<file path="src/rtl/product_accumulator.sv">
`default_nettype none
// ============================================================================
// Module      : product_accumulator
// Description : Sums a job of len unsigned 16-bit products from an upstream
//               8x8 multiplier. The result is held with a sticky overflow flag
//               until a valid/ready handshake consumes it.
// Revision    : 1.0 - initial release
// ============================================================================
module product_accumulator #(
  parameter int ACC_W = 24,
  parameter int LEN_W = 8
) (
  input  logic             clk,
  input  logic             rst_n,
  input  logic             start,
  input  logic [LEN_W-1:0] len,
  input  logic             p_valid,
  input  logic [15:0]      p_data,
  output logic             p_ready,
  output logic             acc_valid,
  input  logic             acc_ready,
  output logic [ACC_W-1:0] acc_data,
  output logic             acc_ovf,
  output logic             busy
);

  typedef enum logic [1:0] {
    S_IDLE  = 2'd0,
    S_ACCUM = 2'd1,
    S_HOLD  = 2'd2
  } state_t;

  localparam logic [LEN_W-1:0] c_ONE = LEN_W'(1);

  state_t           r_state;
  state_t           w_state_nxt;
  logic [ACC_W-1:0] r_acc;
  logic             r_ovf;
  logic [LEN_W-1:0] r_remaining;

  logic             w_beat;
  logic [ACC_W:0]   w_sum;

  // A beat is taken only in ACCUM; p_ready is decoded from state alone.
  assign w_beat = (r_state == S_ACCUM) && p_valid;
  // One extra bit on the adder exposes the carry-out of bit ACC_W-1.
  assign w_sum  = {1'b0, r_acc} + (ACC_W+1)'(p_data);

  // State register plus accumulator, overflow and remaining-count datapath.
  always_ff @(posedge clk) begin
    if (!rst_n) begin
      r_state     <= S_IDLE;
      r_acc       <= '0;
      r_ovf       <= 1'b0;
      r_remaining <= '0;
    end else begin
      r_state <= w_state_nxt;
      if (r_state == S_IDLE) begin
        if (start) begin
          // Clear on every accepted start so a zero-length job reports 0.
          r_acc       <= '0;
          r_ovf       <= 1'b0;
          r_remaining <= len;
        end
      end else if (w_beat) begin
        r_acc       <= w_sum[ACC_W-1:0];
        r_ovf       <= r_ovf | w_sum[ACC_W];
        r_remaining <= r_remaining - c_ONE;
      end
    end
  end

  // Next-state decode: start only matters in IDLE, acc_ready only in HOLD.
  always_comb begin
    w_state_nxt = r_state;
    case (r_state)
      S_IDLE: begin
        if (start) begin
          w_state_nxt = (len != '0) ? S_ACCUM : S_HOLD;
        end
      end
      S_ACCUM: begin
        if (w_beat && (r_remaining == c_ONE)) begin
          w_state_nxt = S_HOLD;
        end
      end
      S_HOLD: begin
        if (acc_ready) begin
          w_state_nxt = S_IDLE;
        end
      end
      default: w_state_nxt = S_IDLE;
    endcase
  end

  assign p_ready   = (r_state == S_ACCUM);
  assign acc_valid = (r_state == S_HOLD);
  assign busy      = (r_state != S_IDLE);
  assign acc_data  = r_acc;
  assign acc_ovf   = r_ovf;

endmodule
`default_nettype wire

</file>
<file path="config.mk">
export PLATFORM = sky130hd
export DESIGN_NAME = product_accumulator
export DESIGN_NICKNAME = d
export VERILOG_FILES = /design/src/rtl/product_accumulator.sv
export SDC_FILE = /design/constraint.sdc
export NUM_CORES = 1
export LEC_CHECK = 0
export CAP_MARGIN = 15
export CORE_ASPECT_RATIO = 1.4
export CORE_MARGIN = 3
export CORE_UTILIZATION = 40
export CTS_CLUSTER_DIAMETER = 120
export DETAILED_ROUTE_END_ITERATION = 8
export PLACE_DENSITY = 0.62
export SETUP_SLACK_MARGIN = 0.1
export SLEW_MARGIN = 20
export SYNTH_ARGS = -nofsm -noshare
export SYNTH_HDL_FRONTEND = slang
export SYNTH_SLANG_ARGS = --single-unit
</file>
<file path="constraint.sdc">
create_clock -name clk -period 4.1 [get_ports clk]
set_input_delay 1.025 -clock clk [delete_from_list [all_inputs] [get_ports clk]]
set_output_delay 1.025 -clock clk [all_outputs]
set_load 0.05 [all_outputs]
</file>
==> impl_metrics.env <==
export IMPL_outcome="complete, no violations"
export IMPL_grt_pass1_wl_um=10400
export IMPL_clock_latency_ns=0.28
export IMPL_yosys_warnings=0
export IMPL_cp_slowest_stage_delay_ns=0.47
export IMPL_mostFrequentLayoutCells="clkdlybuf4s50_1, nand2_1, dfxtp_1, a21oi_1, nor2_1"
export IMPL_post_cts_setup_buffers=0
export IMPL_r2r_cells=8
export IMPL_tns_ns=0
export IMPL_wire_per_inst_um=14.3
export IMPL_min_path_cells=2
export IMPL_via_per_inst=5.59
export IMPL_drtIter0Drc=118
export IMPL_synth_seq_cells=35
export IMPL_hold_buffers=0
export IMPL_relSlewSlack_pct=65.7
export IMPL_crit_fanout=4
export IMPL_start_util_pct=42.6
export IMPL_grt_remaining_overflow=0
export IMPL_fill_cells=568
export IMPL_post_route_cells_drive_above_1_share_pct=6.94
export IMPL_cts_root_buffer="clkbuf_8"
export IMPL_ys_top_cells_by_area="dfxtp_1, ha_1, nand2_1, a21oi_1, o21ai_0"
export IMPL_areaGrowthSynthToFinish_pct=31.6
export IMPL_crit_type="in2reg"
export IMPL_placed_area_mm2=0.00307
export IMPL_place_congestion=0.859
export IMPL_yosysTopAreaCellShare_pct=28.9
export IMPL_powerDensity_mw_per_mm2=317
export IMPL_r2r_slack_ns=1.72
export IMPL_grt_pass1_vias=2306
export IMPL_tightest_slew_ns=0.513
export IMPL_yosys_area_top_type="dfxtp_1"
export IMPL_hold_viol_final=0
export IMPL_fin_crit_ns=3.21
export IMPL_grt_start_max_net_pins=18
export IMPL_io_buffer_count=56
export IMPL_dp_hpwl_um=4750
export IMPL_syn_area_per_cell_um2=8.10
export IMPL_holdPathEnd="acc_ovf"
export IMPL_syn_num_nets=347
export IMPL_grt_usage_pct=17.9
export IMPL_numCtsBuffers=5
export IMPL_p_leak_nw=1.27
export IMPL_cts_tree="built"
export IMPL_rr_startpoint="acc_data[0]"
export IMPL_ys_seq_area_share_pct=28.9
export IMPL_synth_edf_count=0
export IMPL_async_flop_share_pct=0
export IMPL_rsz0062_at_grt="no"
export IMPL_wirelength_um=6100
export IMPL_cts_htree_levels=2
export IMPL_drcViolationCount=0
export IMPL_end_kind="register"
export IMPL_diodes=0
export IMPL_final_cells=428
export IMPL_dieArea_mm2=0.00704
export IMPL_clock_sinks=35
export IMPL_cp_required_ns=4.32
export IMPL_vias=2394
export IMPL_ys_types=54
export IMPL_cp_arrival_ns=3.43
export IMPL_setup_violations=0
export IMPL_fin_crit_sh_pct=78.2
export IMPL_power_mw=1.01
export IMPL_cp_slowest_cell="a2111oi_4"
export IMPL_max_vdd_ir_drop_uv=183
export IMPL_syn_area_mm2=0.00242
export IMPL_max_freq_mhz=312
export IMPL_clock_path_buffers=2
export IMPL_hp_start="acc_ovf"
export IMPL_die_w_um=71.8
export IMPL_ys_flop_type="dfxtp_1"
export IMPL_antenna_found_initial=0
export IMPL_die_h_um=98.1
export IMPL_final_common_cell="clkdlybuf4s50_1"
export IMPL_drtAntennaViolNets=0
export IMPL_r2r_end="acc_data[20]"
export IMPL_drv_slew=0
export IMPL_clk_pin_slew_worst_paths_ns=0.08
export IMPL_cap_violations=0
export IMPL_cts_resized=0
export IMPL_dr_pass1_iters=4
export IMPL_rows=32
export IMPL_final_area_mm2=0.00319
export IMPL_synthCells=299
export IMPL_hp_class="reg2reg"
export IMPL_fp_coreArea_mm2=0.00569
export IMPL_finalClockSkew_ns=0.00324
export IMPL_ioPinCount=57
export IMPL_path_cells="clkdlybuf4s50_1 -> ha_1 -> fa_1 -> a21oi_1 -> o21ai_2 -> a2111oi_4 -> nor4_4 -> o2111ai_2 -> mux2i_1"
export IMPL_placedCellCount=420
export IMPL_nets=407
export IMPL_startpoint_type="input port"
-- per-layer routing --
layer	GRT usage, %	wire length [µm]	vias up	share of wire, %
met5	0	0	-	0
met4	5.07	80	0	1.3
met3	4.02	276	7	4.5
met2	30.9	2970	50	49
met1	21.9	2780	1116	46
li1	-	-	1221	-
-- how the worst max path moves through the flow --
stage | start | end | slack, ns | cells after the start
2_1_floorplan | p_data[0] | acc_data[20] | 1.17 | 8
3_3_place_gp | p_data[0] | acc_data[20] | 0.64 | 9
3_5_place_dp | p_data[0] | acc_data[20] | 0.58 | 9
4_1_cts | p_data[0] | acc_data[20] | 0.87 | 9
5_1_grt | p_data[0] | acc_data[18] | 0.72 | 9
6_report | p_data[0] | acc_data[20] | 0.89 | 9
-- registers in the layout, summed over array words and instances, names as in the netlist --
register,flops
r_remaining,8
r_state,2
acc_data,24
acc_ovf,1
-- through the flow --
step	worst slack (ns)	util, %	hold slack, ns
2_1_floorplan	1.17	-	0.475
3_3_place_gp	0.644	54.0	0.446
3_5_place_dp	0.579	54.0	0.456
4_1_cts	0.875	56.0	0.470
5_1_grt	0.724	56.0	0.496
6_report	0.895	56.0	0.467
-- Yosys cell counts (3+ instances only) --
cell type,instances
and3_1,4
mux2i_1,8
a21oi_1,27
or3_1,3
ha_1,18
o21ai_0,19
o21ai_1,3
nand4_1,5
xor2_1,4
o21a_1,5
o21ai_2,3
nand3_1,7
nor2_1,24
nand2b_1,8
dfxtp_1,35
a211oi_1,5
clkbuf_1,4
xnor2_1,5
nor3_1,3
and2_1,4
a211o_1,3
a22oi_1,8
a21o_1,8
inv_1,8
nand2_1,40
-- critical path, delay by kind of cell --
| kind | cells | cell delay [ns] |
|---|---|---|
| mux | 1 | 0.20 |
| compound gates | 4 | 1.04 |
| fa+ha+maj | 2 | 0.63 |
| buf+inv | 1 | 0.40 |
| simple gates | 1 | 0.12 |
-- cell families (layout without fill, tap and decap cells) --
kind of cell / count (synthesis) / count (layout) / share of synthesized area [%]
flip-flops: 35 / 35 / 28.9
buffers and inverters: 17 / 78 / 2.89
adder cells (fa/ha/maj): 19 / 19 / 10.1
multiplexers: 8 / 8 / 3.31
AND/OR/NAND/NOR: 108 / 108 / 22.1
AO/OA/AOI/OAI: 103 / 103 / 29.4
XOR/XNOR: 9 / 9 / 3.26
-- cell type report --
type	instances	area (µm²)	area share (%)
Multi-Input combinational cell	247	1650	51.8
Sequential cell	35	701	22.0
Timing Repair Buffer	61	598	18.8
Tap cell	68	85.1	2.67
Clock buffer	6	82.6	2.59
Clock inverter	2	35.0	1.10
Inverter	9	33.8	1.06
-- where the power goes --
group	total [mW]	internal, mW	switching, mW
sequential	0.379	0.360	0.0186
clock	0.329	0.197	0.132
combinational	0.303	0.125	0.178
total	1.01	0.682	0.328
No activity file was read; power rests on OpenSTA's default activity.
==> RTL change, RTL diff (config.mk and constraints unchanged) <==
Make the reset (`rst_n`) asynchronous in one clocked block.
--- a/src/rtl/product_accumulator.sv
+++ b/src/rtl/product_accumulator.sv
@@ -47,7 +47,7 @@
   assign w_sum  = {1'b0, r_acc} + (ACC_W+1)'(p_data);
 
   // State register plus accumulator, overflow and remaining-count datapath.
-  always_ff @(posedge clk) begin
+  always_ff @(posedge clk or negedge rst_n) begin
     if (!rst_n) begin
       r_state     <= S_IDLE;
       r_acc       <= '0;
Behaviour: differs if rst_n is asserted again (counterexample within 4 cycles, from zero or initial values and one cycle with rst_n low); with rst_n held inactive, the same outputs for 10 cycles.
==> RTL change against the original RTL <==
Maximum frequency decreased by 4.6%. Area after synthesis increased by 4.5%. Worst setup slack got worse by 150 ps. Sequential cell count unchanged. Cell area increased by 1.8%. Critical path depth unchanged. Routed wire length increased by 10%. Global-route usage increased by 2.0 points. Clock skew increased by 2.7 ps. Register-to-register slack got worse by 220 ps.
Power is not compared: it rests on default switching activity, and its combinational part moved more than twofold at a synthesized area within 25%.
==> RTL change: results (changes against the original RTL) <==
min_path:
  holdCritStartpoint: "acc_ovf"
placement:
  dp.cells: 418  # -0.48%
  place_worst_setup_slack_ps: 429  # -149 ps
  dp_hpwl_mm: 5.05  # +6.3%
  dpl-instance-area_sq_um: 3160  # +3.0%
  place_congestion: 0.831  # -3.3%
detailed_routing:
  first_pass_iters: 5  # +1
  drt_iter0_drc: 126  # +6.8%
  wire_per_inst_um: 15.8  # +11%
final_layout:
  multi_input_area_sq_um: 1580  # -4.5%
  fin_util_pct: 54.1  # -1.9 points
  comb.multi_input.count: 245  # -0.81%
  seq_share_pct: 27.0  # +5.0 points
  nNonClkInverters: 8  # -1
  drive_gt1_share_pct: 6.18  # -0.76 points
  clock_area_share_pct: 2.51  # -1.2 points
  fillCellCount: 587  # +3.3%
  fin_nets: 403  # -0.98%
  seq_cells: 35  # unchanged
  final_cells: 426  # -0.47%
  buffers: 60  # -1.6%
  area_share_nonclk_buffers_pct: 18.2  # -0.56 points
synth:
  synth.area.top_cells: "dfrtp_1 (35%), ha_1 (8.9%), o21ai_0 (6.1%), nand2_1 (5.2%), a21oi_1 (4.3%)"
  yosys-top-cells-count: "dfrtp_1 (35), nand2_1 (35), o21ai_0 (31)"
  ys.flop_type: "dfrtp_1"
  synth_fa_ha_area_share_pct: 9.69  # -0.44 points
  synth-compound-area-share_pct: 25.3  # -4.1 points
  yosys_warnings: 0  # unchanged
  synthDistinctLibCells: 53  # -1.9%
  synthMuxAreaShare_pct: 1.19  # -2.1 points
  ys_seq_area_share_pct: 34.6  # +5.7 points
  synth_xor_area_share_pct: 4.50  # +1.2 points
  synth-async-reset-ratio_pct: 100  # +100 points
timing:
  clock_skew_ps: 5.92  # +2.68 ps
run_status:
  status: "completed"
critical_path:
  cpPeakStageDelay_ps: 430  # -40 ps
  regToRegStartpoint: "acc_data[0]"
  crit_fanout: 5  # +1
  critPathArrivalTime_ps: 3530  # +100 ps
  crit_slowest_cell: "fa_1"
die:
  die-area_sq_um: 7330  # +4.2%
global_route:
  grtUsageTotal_pct: 19.9  # +2.0 points
clock_tree:
  htreeDepth: 2  # unchanged
[RTL change: changes by cell type after synthesis, sizes merged, moves of 6 or more]
| cell | change |
|---|---|
| dfrtp | +35 |
| o21ai | +6 |
| a21oi | -7 |
| dfxtp | -35 |
[RTL change: final timing paths]
kind,end,cells past startpoint,slack (ps)
worst max-delay path,acc_data[22],9,740
worst min-delay path,acc_ovf,2,480
worst max register to register,acc_data[22],8,1500
worst min register to register,acc_ovf,2,480
max in group asynchronous,acc_data[7],2,2600
min in group asynchronous,acc_data[21],2,1170
[RTL change: layer usage]
layer  GRT usage [%]  part of all wire (%)  up-vias  routed length [um]
li1                -                     -     1214                   -
met5               0                     0        -                   0
met2            33.3                    50       63                3380
met4            6.39                   1.7        0                 116
met3            3.41                   4.2        9                 280
met1            25.6                    44     1150                2950
[RTL change: report_power, final]
part | switching, mW | internal (mW) | total, mW
Clock | 0.127 | 0.119 | 0.247
Combinational | 0.894 | 0.523 | 1.42
Sequential | 0.119 | 0.462 | 0.581
Total | 1.14 | 1.10 | 2.24
